**src/rtl/seq_sub_nbit.sv**
```systemverilog
// seq_sub_nbit -- multi-cycle N-bit subtractor, D = a - b - bin.
//
// One W-bit slice of the difference is produced per clock, LSB slice first.
// The borrow between slices is carried in a register. Latency is N/W RUN
// cycles plus one DONE cycle, so this trades speed for a narrow datapath.
//
// Parameters:
//   N  operand/result width (N % W must be 0)
//   W  slice width per clock (1 <= W <= N)
//
// Ports:
//   clk    clock, rising edge
//   rst    synchronous active-high reset
//   start  request, sampled only in IDLE
//   a, b   minuend / subtrahend, captured on accepted start
//   bin    borrow-in, captured on accepted start
//   busy   high while RUN
//   done   one-cycle pulse, D/bout valid
//   D      difference (meaningful from done until the next accepted start)
//   bout   borrow out of the MSB slice (unsigned a < b + bin)
//   ovf    signed overflow, only when SEQ_SUB_OVF_EN is defined
//
// Optional feature macro: SEQ_SUB_OVF_EN (adds the ovf port and its logic).

module seq_sub_nbit #(
  parameter int N = 32,
  parameter int W = 4
) (
  input  logic         clk,
  input  logic         rst,
  input  logic         start,
  input  logic [N-1:0] a,
  input  logic [N-1:0] b,
  input  logic         bin,
  output logic         busy,
  output logic         done,
  output logic [N-1:0] D,
  output logic         bout
`ifdef SEQ_SUB_OVF_EN
  ,
  output logic         ovf
`endif
);

  localparam int S  = N / W;
  localparam int CW = (S > 1) ? $clog2(S) : 1;

  typedef enum logic [1:0] {IDLE, RUN, DONE} state_t;

  state_t         state;
  logic [N-1:0]   a_r, b_r;
  logic           brw;
  logic [CW-1:0]  cnt;

  logic [W-1:0]   a_sl, b_sl;
  logic [W:0]     diff;
  logic           last;

  // Select the current slice of each operand. Written as a compare-per-slice
  // mux so the slice index never needs a width-mismatched multiply.
  always_comb begin
    a_sl = '0;
    b_sl = '0;
    for (int k = 0; k < S; k++) begin
      if (cnt == CW'(k)) begin
        a_sl = a_r[k*W +: W];
        b_sl = b_r[k*W +: W];
      end
    end
  end

  // (W+1)-bit subtract; the extra MSB comes out as the borrow for the next slice.
  assign diff = {1'b0, a_sl} - {1'b0, b_sl} - {{W{1'b0}}, brw};
  assign last = (cnt == CW'(S - 1));

  always_ff @(posedge clk) begin
    if (rst) begin
      state <= IDLE;
      a_r   <= '0;
      b_r   <= '0;
      brw   <= 1'b0;
      cnt   <= '0;
      busy  <= 1'b0;
      done  <= 1'b0;
      D     <= '0;
      bout  <= 1'b0;
`ifdef SEQ_SUB_OVF_EN
      ovf   <= 1'b0;
`endif
    end else begin
      case (state)
        IDLE: begin
          done <= 1'b0;
          if (start) begin
            a_r   <= a;
            b_r   <= b;
            brw   <= bin;
            cnt   <= '0;
            busy  <= 1'b1;
            state <= RUN;
          end
        end
        RUN: begin
          // Upper slices of D keep stale data until their turn comes.
          for (int k = 0; k < S; k++) begin
            if (cnt == CW'(k)) D[k*W +: W] <= diff[W-1:0];
          end
          brw <= diff[W];
          if (last) begin
            bout  <= diff[W];
`ifdef SEQ_SUB_OVF_EN
            // diff[W-1] is the final MSB of D being written this same edge.
            ovf   <= (a_r[N-1] != b_r[N-1]) && (diff[W-1] != a_r[N-1]);
`endif
            busy  <= 1'b0;
            done  <= 1'b1;
            state <= DONE;
          end else begin
            cnt <= cnt + 1'b1;
          end
        end
        DONE: begin
          // start is ignored here; a new request is only taken from IDLE.
          done  <= 1'b0;
          state <= IDLE;
        end
        default: begin
          busy  <= 1'b0;
          done  <= 1'b0;
          state <= IDLE;
        end
      endcase
    end
  end

endmodule
```
**config.mk**
```make
export PLATFORM = sky130hd
export DESIGN_NAME = seq_sub_nbit
export DESIGN_NICKNAME = d
export VERILOG_FILES = /design/src/rtl/seq_sub_nbit.sv
export SDC_FILE = /design/constraint.sdc
export NUM_CORES = 1
export LEC_CHECK = 0
export ABC_AREA = 1
export CAP_MARGIN = 40
export CORE_AREA = 8 8 109 111
export DETAILED_ROUTE_END_ITERATION = 8
export DIE_AREA = 0 0 117 119
export PLACE_DENSITY = 0.72
export SYNTH_ARGS = -nofsm -noshare
export SYNTH_HDL_FRONTEND = slang
export SYNTH_SLANG_ARGS = --single-unit
```
**constraint.sdc**
```tcl
create_clock -name clk -period 3.7 [get_ports clk]
set_clock_uncertainty 0.05 [all_clocks]
set_input_delay 0.37 -clock clk [delete_from_list [all_inputs] [get_ports clk]]
set_output_delay 0.37 -clock clk [all_outputs]
set_load 0.02 [all_outputs]
```
After elaboration in Yosys (flattened, before gate mapping):

Cells that the tools add are included.

* flip-flop bits (word level): 105
* input port bits: 68
* output and inout port bits: 35
* logic and storage cells: 77

* add/subtract/negate cells: 3
* equality and inequality tests: 12
* muxes and demuxes: 27
* bitwise gates (word level): 2
* reductions and logical operators: 17

Operators with widths (number)
* $mux W4: 16
* $reduce_and A2 Y1: 11
* $eq A3 B3 Y1 const B: 4
* $eq A3 B2 Y1 const B: 2
* $mux W3: 2
* $ne A2 B2 Y1 const B: 3
* $pmux W3 S2: 1
* $reduce_and A3 Y1: 2
* $sub A4 B4 Y5: 1
* $sub A5 B1 Y5: 1
* $mux W2: 2
* $pmux W2 S2: 1
* $add A3 B1 Y3 const B: 1
* $eq A3 B1 Y1 const B: 1
* $logic_not A3 Y1: 1
* $mux W1: 3
* $pmux W1 S3: 1
* $eq A2 B1 Y1 const B: 1
* $eq A2 B2 Y1 const B: 1
* $logic_not A2 Y1: 1
* $not A1 Y1: 2
* $pmux W1 S2: 1
* $reduce_bool A2 Y1: 1
* $reduce_or A2 Y1: 1

Depth between registers and ports, before layout:

* word-level depth: 12
* mapped depth: 21
* mapped depth without buffers: 21

Least setup slack after synthesis:

Ideal clock, no wire load.

* path kind: reg2reg
* start: register cnt[0]
* end: register brw
* library setup time: 0.115 ns
* arrival: 2.855 ns
* required time: 3.535 ns
* slack: 0.680 ns
* cell stages (with the launch flop): 20
* path buffers: 1
* period minus slack after synthesis: 3.020 ns
* cell sequence: dfxtp_1 ha_1 ha_1 inv_1 buf_2 o21ai_0 o21ai_1 nand2_1 nand3_1 o211ai_1 nand3_1 o21ai_1 fa_1 inv_1 fa_1 or2_2 a21oi_1 xor2_1 o21ai_0 inv_1

* longest elaborated chain between the ends: 12
* elaborated cells between the ends (all ways): 27
* classes of those cells: add/sub (2); eq/ne (7); mux (17); reduce/logical (1)

RTL lines
* start: declaration: line 53 `logic [CW-1:0] cnt;`
* start signal: assignment: line 119 `cnt <= cnt + 1'b1;`
* $logic_not A3 Y1: line 65 `if (cnt == CW'(k)) begin`
* $mux W4 (8 in series): line 65
* $sub A4 B4 Y5 (*): line 73 `assign diff = {1'b0, a_sl} - {1'b0, b_sl} - {{W{1'b0}}, brw};`
* $sub A5 B1 Y5 (*): line 73
* $pmux W1 S2 (*): line 91 `case (state)`
* end signal: assignment: line 97 `brw <= bin;`
* end signal: assignment: line 108 `brw <= diff[W];`
* end: declaration: line 52 `logic brw;`

Mark *: on every way between the ends. The rest lies on a longest branch, timed or not.
A chain may end at the register's enable or synchronous reset.

Final worst setup path:

Same ends and word-level chain as after synthesis.

==> load_flow_metrics.sql <==
INSERT INTO impl_metrics (metric_group, metric, value, unit) VALUES
('synth', 'synth_largest_type_area_fraction', '0.469', ''),
('clocking', 'cts_post_setup_buffers_inserted', '0', ''),
('detailed_routing', 'drt_pass1_iterations', '5', ''),
('cells_and_area', 'post_layout_net_count', '786', ''),
('worst_setup_path', 'worst-r2r-setup-slack', '0.28', 'ns'),
('sta', 'fin_crit_sh', '0.925', ''),
('synth', 'syn-mean-instance-area', '7.22', 'µm²'),
('sta', 'finalHoldViolCount', '0', ''),
('detailed_routing', 'm1WireLength', '5.13', 'mm'),
('floorplan', 'floorplan.die_area', '13900', 'µm²'),
('cells_and_area', 'layout_cells_sized_above_1', '0.0506', ''),
('detailed_routing', 'routed-via-count', '4234', ''),
('detailed_routing', 'sum_of_met3_wire_segment_lengths_after_detailed_routing', '723', 'µm'),
('global_routing', 'grt_pass1_wl', '20.0', 'mm'),
('detailed_routing', 'vias_per_cell', '5.00', ''),
('hold_path', 'hold_class', 'reg2reg', ''),
('sta', 'max-slew-margin-rel', '0.603', ''),
('sta', 'fin_crit', '3.42', 'ns'),
('synth', 'synth_enable_flop_cells', '0', ''),
('hold_path', 'hold_end', 'a_r[29]$_SDFFE_PP0P_', ''),
('floorplan', 'rows', '37', ''),
('synth', 'yosys_warnings', '0', ''),
('worst_setup_path', 'worst_r2r_path_depth', '19', ''),
('sta', 'achievable-frequency', '292', 'MHz'),
('sta', 'setup_tns', '0', 'ns'),
('clocking', 'ctsHoldBuffers', '0', ''),
('detailed_routing', 'wl_per_cell', '14.6', 'µm'),
('synth', 'yosys.area.top_type', 'dfxtp_1', ''),
('synth', 'synth.most_common_cell', 'nor2_1', ''),
('outcome', 'outcome', 'complete, no violations', ''),
('clocking', 'tritoncts_sink_count', '105', ''),
('worst_setup_path', 'worst-path-max-fanout', '17', ''),
('detailed_routing', 'highest_layer', 'met4', ''),
('detailed_routing', 'drt_wl_total', '12.3', 'mm'),
('clocking', 'cts_buffer_depth', '2', ''),
('detailed_routing', 'detail_route.drc_violations', '0', ''),
('worst_setup_path', 'crit_path_start_kind', 'flop', ''),
('pwr', 'worst_ir_drop_vdd', '0.200', 'mV'),
('floorplan', 'design.portCount', '103', ''),
('floorplan', 'die_width', '117', 'µm'),
('clocking', 'clockRootBuffer', 'clkbuf_8', ''),
('synth', 'synth.net_count', '701', ''),
('hold_path', 'hold_path_depth', '2', ''),
('clocking', 'htree_levels', '3', ''),
('synth', 'synth-async-reset-ratio', '0', ''),
('synth', 'yosys_most_used_dff', 'dfxtp_1', ''),
('clocking', 'postCtsResizedCells', '0', ''),
('flow_run', 'timing.max_cap.violations', '0', ''),
('cells_and_area', 'synthToLayoutAreaGrowth', '29.6', '%'),
('hold_path', 'hold_path_startpoint', 'a_r[29]$_SDFFE_PP0P_', ''),
('clocking', 'tritoncts.num_buffers', '9', ''),
('synth', 'synth_top_cells_by_count', 'nor2_1, dfxtp_1, o21ai_0', ''),
('worst_setup_path', 'worst-setup-path-type', 'reg2reg', ''),
('sta', 'finalSetupViolCount', '0', ''),
('synth', 'synth_area_leaders', 'dfxtp_1, nor2_1, o21ai_0', ''),
('cells_and_area', 'n_antenna_cell', '0', ''),
('cells_and_area', 'final_core_utilization', '0.576', ''),
('worst_setup_path', 'worst-endpoint-arrival', '3.68', 'ns'),
('clocking', 'cts_tree', 'done', ''),
('sta', 'worstMarginPinSlew', '0.593', 'ns'),
('floorplan', 'dieHeight', '119', 'µm'),
('synth', 'ys_ff_latch', '105', ''),
('worst_setup_path', 'critical_path.reg2reg.endpoint', 'brw$_SDFFE_PP0P_', ''),
('sta', 'rsz0062_at_grt', 'no', ''),
('global_routing', 'grt_antenna_before_repair', '0', ''),
('floorplan', 'start_util', '0.444', ''),
('place', 'gp_congestion', '0.883', ''),
('global_routing', 'grt_pass1_vias', '4257', ''),
('cells_and_area', 'fill_cells', '996', ''),
('synth', 'synth_cells', '621', ''),
('synth', 'synthesis.area', '4480', 'µm²');
per-layer routing:
layer,vias to the layer above,track usage
met5,-,0
met4,0,0.0560
met3,16,0.0419
met2,115,0.319
met1,1903,0.201
li1,2200,-
cell families after synthesis:
kind of cell | share of synthesized area
flip-flops | 0.469
XOR/XNOR | 0.00195
buffers and inverters | 0.0594
adder cells (fa/ha/maj) | 0.0368
AND/OR/NAND/NOR | 0.247
AO/OA/AOI/OAI | 0.186
stage by stage:
stage | total power [µW] | setup WS, ns | instance area (µm²)
global placement | 1850 | 0.489 | 5600
detailed placement | 1860 | 0.340 | 5600
CTS | 2610 | 0.284 | 5810
floorplan | 1640 | 0.680 | 4480
finish | 2590 | 0.278 | 5810
global route | 2730 | 0.00650 | 5810
final cells by class:
class                      count  area (µm²)  area share
clock buffer                  12         135      0.0233
clock inverter                 4        76.3      0.0131
inverter                      37         139      0.0239
multi-input combinational    446        2110       0.364
sequential                   105        2100       0.362
tap                          136         170      0.0293
timing repair buffer         107        1070       0.184
placed cells by master, fill, tap and decap left out:
cell,instances
o211ai_1,8
nand3_1,28
a31oi_1,5
inv_6,1
nor2_1,175
nand2_2,3
a22oi_1,1
o21bai_1,1
inv_1,27
ha_1,10
buf_12,1
nor2_2,1
dfxtp_1,105
o21a_1,2
a21boi_0,1
clkinvlp_4,1
fa_1,2
clkdlybuf4s50_1,102
clkbuf_1,3
buf_4,4
xor2_1,1
inv_2,9
clkbuf_8,9
a21oi_1,26
clkinv_1,1
nand2_1,56
or2_2,2
nand2_4,1
bufinv_16,2
nor3_1,6
o21ai_0,94
nand3_2,2
o21ai_1,21
worst max-delay path: stages (launching register included):
cell      delay [ns]
dfxtp_1         0.41
inv_1           0.09
ha_1            0.25
nand2_2         0.25
o21ai_1         0.12
a21oi_1         0.16
o21ai_1         0.08
nand2_1         0.06
nand3_1         0.08
o211ai_1        0.11
nand3_1         0.10
o21ai_1         0.12
fa_1            0.19
inv_1           0.07
fa_1            0.41
or2_2           0.31
a21oi_1         0.16
xor2_1          0.20
o21ai_0         0.10
inv_1           0.06
where the power goes:
group / switching, µW / internal, µW / leakage, µW
combinational: 355 / 231 / 0.00146
sequential: 48.7 / 1210 / 0.000863
clock: 368 / 385 / 0.000101
worst max-delay path by stage:
| stage | start | endpoint | cells past startpoint |
|---|---|---|---|
| global placement | cnt[2]$_SDFFE_PP0P_ | D[1]$_SDFFE_PP0P_ | 15 |
| CTS | cnt[2]$_SDFFE_PP0P_ | D[25]$_SDFFE_PP0P_ | 15 |
| global route | cnt[0]$_SDFFE_PP0P_ | bout$_SDFFE_PP0P_ | 19 |
| floorplan | cnt[0]$_SDFFE_PP0P_ | brw$_SDFFE_PP0P_ | 19 |
| finish | cnt[0]$_SDFFE_PP0P_ | brw$_SDFFE_PP0P_ | 19 |
| detailed placement | cnt[2]$_SDFFE_PP0P_ | D[1]$_SDFFE_PP0P_ | 15 |
registers in the layout, summed over array words and instances (netlist names):
name	count
brw	1
a_r	32
done	1
D	32
busy	1
state	2
cnt	3
b_r	32
bout	1
Power figures use the tool's default switching activity.
